--- src/rtl/down_counter4_if.sv ---
// ---------------------------------------------------------------------------
// down_counter4_if
//
// Purpose: bundles the control and status signals of the loadable down
// counter so the counter and whatever drives it share one connection.
// Clock and clear are deliberately kept out of the bundle; they stay plain
// ports on the counter.
//
// Signals:
//   LOAD   - parallel load request (master -> slave)
//   EN     - count enable (master -> slave)
//   AUTO   - terminal-count mode: 1 reload saved start, 0 wrap to all-ones
//   D      - parallel load value, WIDTH bits (master -> slave)
//   NUM    - current count, WIDTH bits (slave -> master)
//   ZERO   - high while NUM is zero (slave -> master)
//   BORROW - one-period pulse after a terminal-count step (slave -> master)
//
// Modports:
//   master - the controller side (drives LOAD/EN/AUTO/D)
//   slave  - the counter side (drives NUM/ZERO/BORROW)
// ---------------------------------------------------------------------------
interface down_counter4_if #(
    parameter int WIDTH = 4
);
    logic             LOAD;
    logic             EN;
    logic             AUTO;
    logic [WIDTH-1:0] D;
    logic [WIDTH-1:0] NUM;
    logic             ZERO;
    logic             BORROW;

    modport master (
        output LOAD,
        output EN,
        output AUTO,
        output D,
        input  NUM,
        input  ZERO,
        input  BORROW
    );

    modport slave (
        input  LOAD,
        input  EN,
        input  AUTO,
        input  D,
        output NUM,
        output ZERO,
        output BORROW
    );
endinterface

--- src/rtl/down_counter4.sv ---
// ---------------------------------------------------------------------------
// down_counter4
//
// Purpose: synchronous, loadable down counter with asynchronous clear. It
// loads a start value, decrements on enabled falling clock edges and marks
// terminal count with a level (ZERO) and a one-period pulse (BORROW). In
// auto-reload mode it restarts from the last loaded value, so it works as a
// programmable divider/timer: a start value of N gives one BORROW every N+1
// enabled edges, and a start value of 0 gives a BORROW on every enabled edge.
// All flip-flops share one clock, so there is no ripple between bits.
//
// Ports:
//   CLK       - clock; every state change happens on its falling edge
//   CLEAR_BAR - asynchronous active-low clear (count, reload value, borrow)
//   bus       - down_counter4_if slave modport: LOAD, EN, AUTO, D in;
//               NUM, ZERO, BORROW out
// ---------------------------------------------------------------------------
module down_counter4 #(
    parameter int WIDTH = 4
) (
    input  logic                 CLK,
    input  logic                 CLEAR_BAR,
    down_counter4_if.slave       bus
);

    logic [WIDTH-1:0] r_num;
    logic [WIDTH-1:0] r_reload;
    logic             r_borrow;
    logic             w_atZero;

    // Terminal count is just "the count is zero"; it carries no state of its
    // own and feeds both the ZERO output and the wrap/reload decision.
    assign w_atZero = (r_num == '0);

    // Counter state. Clear wins over everything and acts without a clock
    // edge. Otherwise the first matching case applies: a load (which also
    // captures the reload value and beats a simultaneous enable), a plain
    // decrement, or the terminal-count step that either reloads the saved
    // start value or wraps to all-ones and raises BORROW for one period.
    // Any edge that is not a terminal-count step drops BORROW again.
    always_ff @(negedge CLK or negedge CLEAR_BAR) begin
        if (!CLEAR_BAR) begin
            r_num    <= '0;
            r_reload <= '0;
            r_borrow <= 1'b0;
        end else if (bus.LOAD) begin
            r_num    <= bus.D;
            r_reload <= bus.D;
            r_borrow <= 1'b0;
        end else if (bus.EN && !w_atZero) begin
            r_num    <= r_num - WIDTH'(1);
            r_borrow <= 1'b0;
        end else if (bus.EN) begin
            r_num    <= bus.AUTO ? r_reload : '1;
            r_borrow <= 1'b1;
        end else begin
            r_borrow <= 1'b0;
        end
    end

    // Status outputs onto the interface.
    assign bus.NUM    = r_num;
    assign bus.ZERO   = w_atZero;
    assign bus.BORROW = r_borrow;

endmodule

--- src/flat_wrapper.sv ---
// flat-port wrapper written by rule: the top's interface ports become plain ports
module down_counter4_flat 
#(
    parameter int WIDTH = 4
)
  (CLK, CLEAR_BAR, bus_LOAD, bus_EN, bus_AUTO, bus_D, bus_NUM, bus_ZERO, bus_BORROW);
  down_counter4_if #(.WIDTH(WIDTH)) bus_i ();
  input  logic CLK;
  input  logic CLEAR_BAR;
  input wire logic [$bits(bus_i.LOAD)-1:0] bus_LOAD;
  input wire logic [$bits(bus_i.EN)-1:0] bus_EN;
  input wire logic [$bits(bus_i.AUTO)-1:0] bus_AUTO;
  input wire logic [$bits(bus_i.D)-1:0] bus_D;
  output wire logic [$bits(bus_i.NUM)-1:0] bus_NUM;
  output wire logic [$bits(bus_i.ZERO)-1:0] bus_ZERO;
  output wire logic [$bits(bus_i.BORROW)-1:0] bus_BORROW;
  assign bus_i.LOAD = bus_LOAD;
  assign bus_i.EN = bus_EN;
  assign bus_i.AUTO = bus_AUTO;
  assign bus_i.D = bus_D;
  assign bus_NUM = bus_i.NUM;
  assign bus_ZERO = bus_i.ZERO;
  assign bus_BORROW = bus_i.BORROW;
  down_counter4 #(.WIDTH(WIDTH)) u_core (.CLK(CLK), .CLEAR_BAR(CLEAR_BAR), .bus(bus_i));
endmodule
--- config.mk ---
export PLATFORM = sky130hd
export DESIGN_NAME = down_counter4_flat
export DESIGN_NICKNAME = d
export VERILOG_FILES = /design/src/rtl/down_counter4_if.sv /design/src/rtl/down_counter4.sv /design/src/flat_wrapper.sv
export SDC_FILE = /design/constraint.sdc
export NUM_CORES = 1
export LEC_CHECK = 0
export ABC_AREA = 1
export BUFFER_PORTS_ARGS = -buffer_cell sky130_fd_sc_hd__buf_4
export CAP_MARGIN = 40
export CORE_AREA = 10 10 47 49
export CTS_BUF_LIST = sky130_fd_sc_hd__clkbuf_2
export DETAILED_ROUTE_END_ITERATION = 8
export DIE_AREA = 0 0 57 59
export PLACE_DENSITY_LB_ADDON = 0.08
export SLEW_MARGIN = 20
export SYNTH_ARGS = -nofsm -noshare
export SYNTH_HDL_FRONTEND = slang
export SYNTH_SLANG_ARGS = --single-unit
export TNS_END_PERCENT = 1
--- constraint.sdc ---
create_clock -name CLK -period 1.55 [get_ports CLK]
set_input_delay 0.31 -clock CLK [delete_from_list [all_inputs] [get_ports CLK]]
set_output_delay 0.31 -clock CLK [all_outputs]
set_load 0.02 [all_outputs]
# After elaboration in Yosys (flattened, before gate mapping)
# Cells that the tools add are included.
# Widths: inputs -> output; s select.
dict set report word_totals {
  regBits 9
  in_bits 9
  out_inout_bits 6
}
dict set report classes {
  add_sub_neg 1
  muxes 7
  n_reduce_logical 4
}
# cell count
set op_table {}
lappend op_table {{$mux 4} 4}
lappend op_table {{$logic_not 4->1} 1}
lappend op_table {{$sub 4x1->4 const B} 1}
lappend op_table {{$mux 1} 3}
lappend op_table {{$reduce_bool 3->1} 1}
lappend op_table {{$logic_and 1x1->1} 1}
lappend op_table {{$logic_not 1->1} 1}

# Depth between registers and ports, before layout
# Gate-level depths: netlist (run 1).
dict set report depth {
  word_depth 5
  ltp_mapped 7
  depth_no_buf 7
}

==> impl_metrics.json, run 1 <==
{
  "slew_viol_final": 0,
  "post-place-cells": 105,
  "nFillCells": 136,
  "overflow": 0,
  "synth_top_family_by_area": "simple AND/OR/NAND/NOR gates",
  "violations": "negative setup slack",
  "register_area_sq_um": 225,
  "final.setup.tns_ns": -2.79,
  "yosysWarnings": 0,
  "reg2reg_from": "u_core.bus.NUM[1]",
  "power_density_nw_per_um2": 855,
  "synth_fa_ha_area_share_pct": 2.49,
  "final_nets": 109,
  "multiInputGateArea_sq_um": 246,
  "slew_headroom_pct": 82.6,
  "synth_top_area_share_pct": 44.8,
  "area_growth_pct": 61.9,
  "start_util_pct": 35.9,
  "netlist_instances": 65,
  "first_iter_violations": 7,
  "grt_pass1_vias": 496,
  "layout_commonest_cell": "buf_4",
  "min_from": "u_core.r_reload[3]",
  "layout_common_cells": "buf_4, nand2_1, buf_6, dfrtn_1, nand3_1",
  "drive_above_1_share_pct": 50.0,
  "synth_compound_area_share_pct": 12.7,
  "worst_setup_path_start_kind": "register",
  "cts_max_path_buffers": 2,
  "ioPinCount": 15,
  "cpMaxStageDelayCell": "dfrtn_1",
  "rrSetupSlack_ns": 0.05,
  "fin_area_sq_um": 815,
  "synthMuxAreaShare_pct": 0,
  "dieArea_sq_um": 3360,
  "status": "complete, but fails checks",
  "ys_seq_area_share_pct": 44.8,
  "syn-num-nets": 75,
  "ys_ff_latch": 9,
  "synth-simple-area-share_pct": 30.3,
  "grt_first_pass_wirelength_microns": 2020,
  "synthXorXnorAreaFrac_pct": 0,
  "hold_violations": 0,
  "critPathMaxStageDelay_ns": 0.43,
  "tightest_slew_ns": 0.260,
  "grt_setup_unrepaired": "yes",
  "utilization_pct": 58.1,
  "grtUsageTotal_pct": 7.69,
  "total_power_mw": 0.696,
  "cts-buffers-inserted": 3,
  "die_w_microns": 57,
  "place_area_sq_um": 723,
  "drc": 0,
  "antenna_found_initial": 0,
  "dp_hpwl_microns": 1010,
  "arrival_ns": 1.87,
  "dr_total_vias": 528,
  "vdd_ir_drop_max_uv": 594,
  "cap_violations": 0,
  "fin_skew_ns": 0.00226,
  "cts.sinks": 9,
  "ctsHoldBuffers": 0,
  "cts_tree": "yes",
  "wl_per_cell_microns": 11.4,
  "syn_area_per_cell_sq_um": 7.74,
  "worstPathRequired_ns": 1.24,
  "clock_latency_ns": 0.23,
  "p_leak_nw": 0.439,
  "cts_root_buf": "clkbuf_2",
  "critPathMaxFanout": 2,
  "crit_type": "reg -> out",
  "first_pass_iters": 4,
  "synthDistinctLibCells": 18,
  "cp-end-kind": "primary output",
  "clk_pin_slew_ns": 0.07,
  "htree_levels": 1,
  "final_cells": 114,
  "place_ws_ns": -0.402,
  "synthTopCellsByArea": "dfrtn_1, nand2_1, nand3_1",
  "diodes": 0,
  "fin_hold_ws_ns": 0.424,
  "startpoint": "u_core.bus.NUM[1]",
  "coreArea_sq_um": 1400,
  "placementRows": 14,
  "ant_nets": 0,
  "crit_chain": "inv_2, ha_4, nand2_4, inv_4, buf_6",
  "vias_per_cell": 4.63,
  "hold_class": "reg -> reg",
  "routabilityCongestion": 0.724,
  "synthesis.area_sq_um": 503,
  "synth_area_leader_cell": "dfrtn_1",
  "setup_viol": 6,
  "grt_max_degree": 10,
  "port_buffers": 14,
  "drt_wl_total_microns": 1290,
  "dieHeight_microns": 59,
  "worst_slack_ns": -0.631
}
==> sequential cells by signal (all words and copies together), names as in the netlist <==
name and flops:
u_core.bus.BORROW 1, u_core.bus.NUM 4, u_core.r_reload 4
==> cell families after synthesis <==
logic type	Yosys count
flip-flops	9
adder cells (fa/ha/maj)	1
AND/OR/NAND/NOR	33
AO/OA/AOI/OAI	10
buffers and inverters	12
==> power breakdown <==
group	switching, mW	internal [mW]
clock network	0.0874	0.0584
registers	0.0117	0.261
logic	0.132	0.146
total	0.232	0.465
==> worst max-delay path: cells and delay by family (launching register included) <==
kind,cells,cell delay (ns)
and+or+nand+nor,1,0.06
DFF,1,0.43
buffers and inverters,3,0.21
adders and majority gates,1,0.16
==> worst paths after layout <==
check / endpoint / depth (start not counted)
max reg2reg: u_core.bus.NUM[2] / 10
min in group asynchronous: u_core.r_reload[2] / 1
max in group asynchronous: u_core.bus.NUM[0] / 1
min: u_core.r_reload[3] / 2
min reg2reg: u_core.r_reload[3] / 2
max: bus_ZERO / 5
==> layer usage <==
metal | up-vias | share of wire [%] | routed length (microns) | global-route usage [%]
met1 | 234 | 41 | 532 | 7.96
li1 | 275 | - | - | -
met5 | - | 0 | 0 | 0
met4 | 0 | 1.8 | 23 | 5.03
met2 | 15 | 48 | 624 | 11.8
met3 | 4 | 8.7 | 113 | 4.29
==> area by class of cell <==
cell class              instances  share of cell area, %
repair buffers                 30                   31.8
clock inverters                 1                  0.614
clock buffers                   3                   1.84
multi-input cells              44                   30.3
well taps                      16                   2.46
flip-flops and latches          9                   27.6
inverters                      11                   5.38
==> Yosys cell counts <==
cell and count:
a21boi_0 1, a21oi_1 2, a21oi_2 3, buf_4 1
dfrtn_1 9, ha_1 1, inv_1 8, inv_2 3
nand2_1 14, nand2_2 3, nand3_1 7, nand3_2 1
nand4_1 1, nor2_1 5, nor2_2 1, nor3_1 1
o21ai_0 2, o21ai_1 2
==> timing repair <==
item                                    in CTS  in global routing
endpoints found under the setup margin       6                  7
pin swaps                                    0                  0
resized for setup                            8                  1
buffers inserted                             3                  2
(Power assumes the default switching activity.)
==> inputs of run 2 (changes only) <==
--- a/config.mk
+++ b/config.mk
@@ -12,6 +12,7 @@
 export CTS_BUF_LIST = sky130_fd_sc_hd__clkbuf_2
 export DETAILED_ROUTE_END_ITERATION = 8
 export DIE_AREA = 0 0 57 59
+export GPL_TIMING_DRIVEN = 0
 export PLACE_DENSITY_LB_ADDON = 0.08
 export SLEW_MARGIN = 20
 export SYNTH_ARGS = -nofsm -noshare
==> constraint.sdc (replaced) <==
create_clock -name CLK -period 2.4 [get_ports CLK]
set_input_delay 0.48 -clock CLK [delete_from_list [all_inputs] [get_ports CLK]]
set_output_delay 0.48 -clock CLK [all_outputs]
set_load 0.02 [all_outputs]
==> run 2 against run 1 <==
Compared with the run above: the run still ends with negative setup slack left; cell count up 4.4%; global-route usage grew 2.3 points; count of clock-buffer cells in the layout grew 1; die area stayed put; critical path depth unchanged; wire length increased by 19%; core utilization rose by 4.6 points.
==> impl_metrics.json, run 2 (synthesis results as in run 1) <==
{
  "status": "complete, but fails checks",
  "violations": "negative setup slack",
  "power_density_nw_per_um2": 567,
  "coreArea_sq_um": 1400,
  "worst_setup_path_start_kind": "register",
  "critPathMaxStageDelay_ns": 0.44,
  "drt_wl_total_microns": 1550,
  "diodes": 0,
  "cts_max_path_buffers": 2,
  "slew_viol_final": 0,
  "dp_hpwl_microns": 972,
  "grt_setup_unrepaired": "yes",
  "fin_skew_ns": 0.00149,
  "start_util_pct": 35.9,
  "cts_root_buf": "clkbuf_2",
  "first_iter_violations": 2,
  "post-place-cells": 95,
  "dieArea_sq_um": 3360,
  "wl_per_cell_microns": 13.0,
  "hold_violations": 0,
  "grt_first_pass_wirelength_microns": 2640,
  "die_w_microns": 57,
  "fin_area_sq_um": 878,
  "place_area_sq_um": 648,
  "nFillCells": 126,
  "final_cells": 119,
  "multiInputGateArea_sq_um": 246,
  "overflow": 0,
  "routabilityCongestion": 0.733,
  "htree_levels": 1,
  "hold_class": "reg -> reg",
  "worstPathRequired_ns": 1.92,
  "drive_above_1_share_pct": 52.4,
  "utilization_pct": 62.7,
  "placementRows": 14,
  "crit_type": "reg -> out",
  "fin_hold_ws_ns": 0.432,
  "cts.sinks": 9,
  "layout_commonest_cell": "buf_4",
  "area_growth_pct": 74.6,
  "register_area_sq_um": 225,
  "grtUsageTotal_pct": 9.96,
  "worst_slack_ns": -0.393,
  "vdd_ir_drop_max_uv": 405,
  "cts-buffers-inserted": 3,
  "p_leak_nw": 0.474,
  "cap_violations": 0,
  "crit_chain": "inv_2, ha_4, nand2_4, inv_4, buf_6",
  "final_nets": 114,
  "first_pass_iters": 2,
  "dr_total_vias": 545,
  "tightest_slew_ns": 0.266,
  "antenna_found_initial": 0,
  "critPathMaxFanout": 2,
  "port_buffers": 14,
  "grt_max_degree": 11,
  "arrival_ns": 2.31,
  "clock_latency_ns": 0.24,
  "layout_common_cells": "buf_4, buf_6, nand2_1",
  "slew_headroom_pct": 82.2,
  "dieHeight_microns": 59,
  "cp-end-kind": "primary output",
  "cpMaxStageDelayCell": "dfrtn_1",
  "drc": 0,
  "cts_tree": "yes",
  "vias_per_cell": 4.58,
  "grt_pass1_vias": 601,
  "clk_pin_slew_ns": 0.07,
  "setup_viol": 7,
  "ioPinCount": 15,
  "ant_nets": 0
}
==> run 2: cell count changes in the layout (fill, tap and decap cells not counted) <==
cell | previous run | this run
buf_6 | 9 | 16
clkinv_2 | 1 | 0
clkbuf_2 | 3 | 4
buf_4 | 21 | 19
==> run 2: power breakdown <==
part	internal (mW)	switching, mW
Sequential	0.168	0.0112
Combinational	0.123	0.0942
Clock	0.0443	0.0566
==> run 2: cell type report <==
| cell class | count | share of cell area, % |
|---|---|---|
| Sequential cell | 9 | 25.6 |
| Tap cell | 16 | 2.28 |
| Timing Repair Buffer | 34 | 35.9 |
| Buffer | 1 | 0.855 |
| Clock buffer | 4 | 2.28 |
| Inverter | 11 | 4.99 |
| Multi-Input combinational cell | 44 | 28.1 |
==> run 2: worst paths after layout <==
path                       cells past startpoint  slack (ns)            endpoint                from
max in group asynchronous                      1        1.09   u_core.bus.BORROW           CLEAR_BAR
max reg2reg                                   20       -0.20   u_core.bus.NUM[3]   u_core.bus.NUM[0]
min reg2reg                                    2        0.43  u_core.r_reload[3]  u_core.r_reload[3]
min                                            2        0.43  u_core.r_reload[3]  u_core.r_reload[3]
max                                            5       -0.39            bus_ZERO   u_core.bus.NUM[0]
min in group asynchronous                      1        1.14  u_core.r_reload[3]           CLEAR_BAR
==> run 2: worst max-delay path, delay by kind of cell, from the launching register on <==
kind,cells,cell delay [ns]
adder cells (fa/ha/maj),1,0.16
AND/OR/NAND/NOR,1,0.06
flip-flops,1,0.44
buffers and inverters,3,0.21
==> run 2: per-layer routing <==
layer,wire length (microns),part of all wire (%),up-vias,track usage [%]
li1,-,-,287,-
met1,641,41,239,10.6
met2,768,50,13,16.1
met3,92,6.0,6,4.08
met4,42,2.7,0,6.04
met5,0,0,-,0
==> run 2: repair_timing <==
item | 4_1_cts | 5_1_grt
hold buffers | 0 | 0
setup endpoints to repair | 6 | 7
cloned | 0 | 0
buffers inserted | 20 | 1
pin swaps | 1 | 3
resized for setup | 5 | 11
==> run 2: metrics by stage <==
| stage | power [mW] | worst slack, ns | TNS, ns |
|---|---|---|---|
| finish | 0.498 | -0.393 | -1.32 |
| global route | 0.533 | -0.449 | -1.67 |
| CTS | 0.473 | -0.394 | -1.53 |
| detailed placement | 0.307 | -0.256 | -0.328 |
| global placement | 0.305 | -0.256 | -0.344 |
| floorplan | 0.260 | -0.219 | -0.219 |
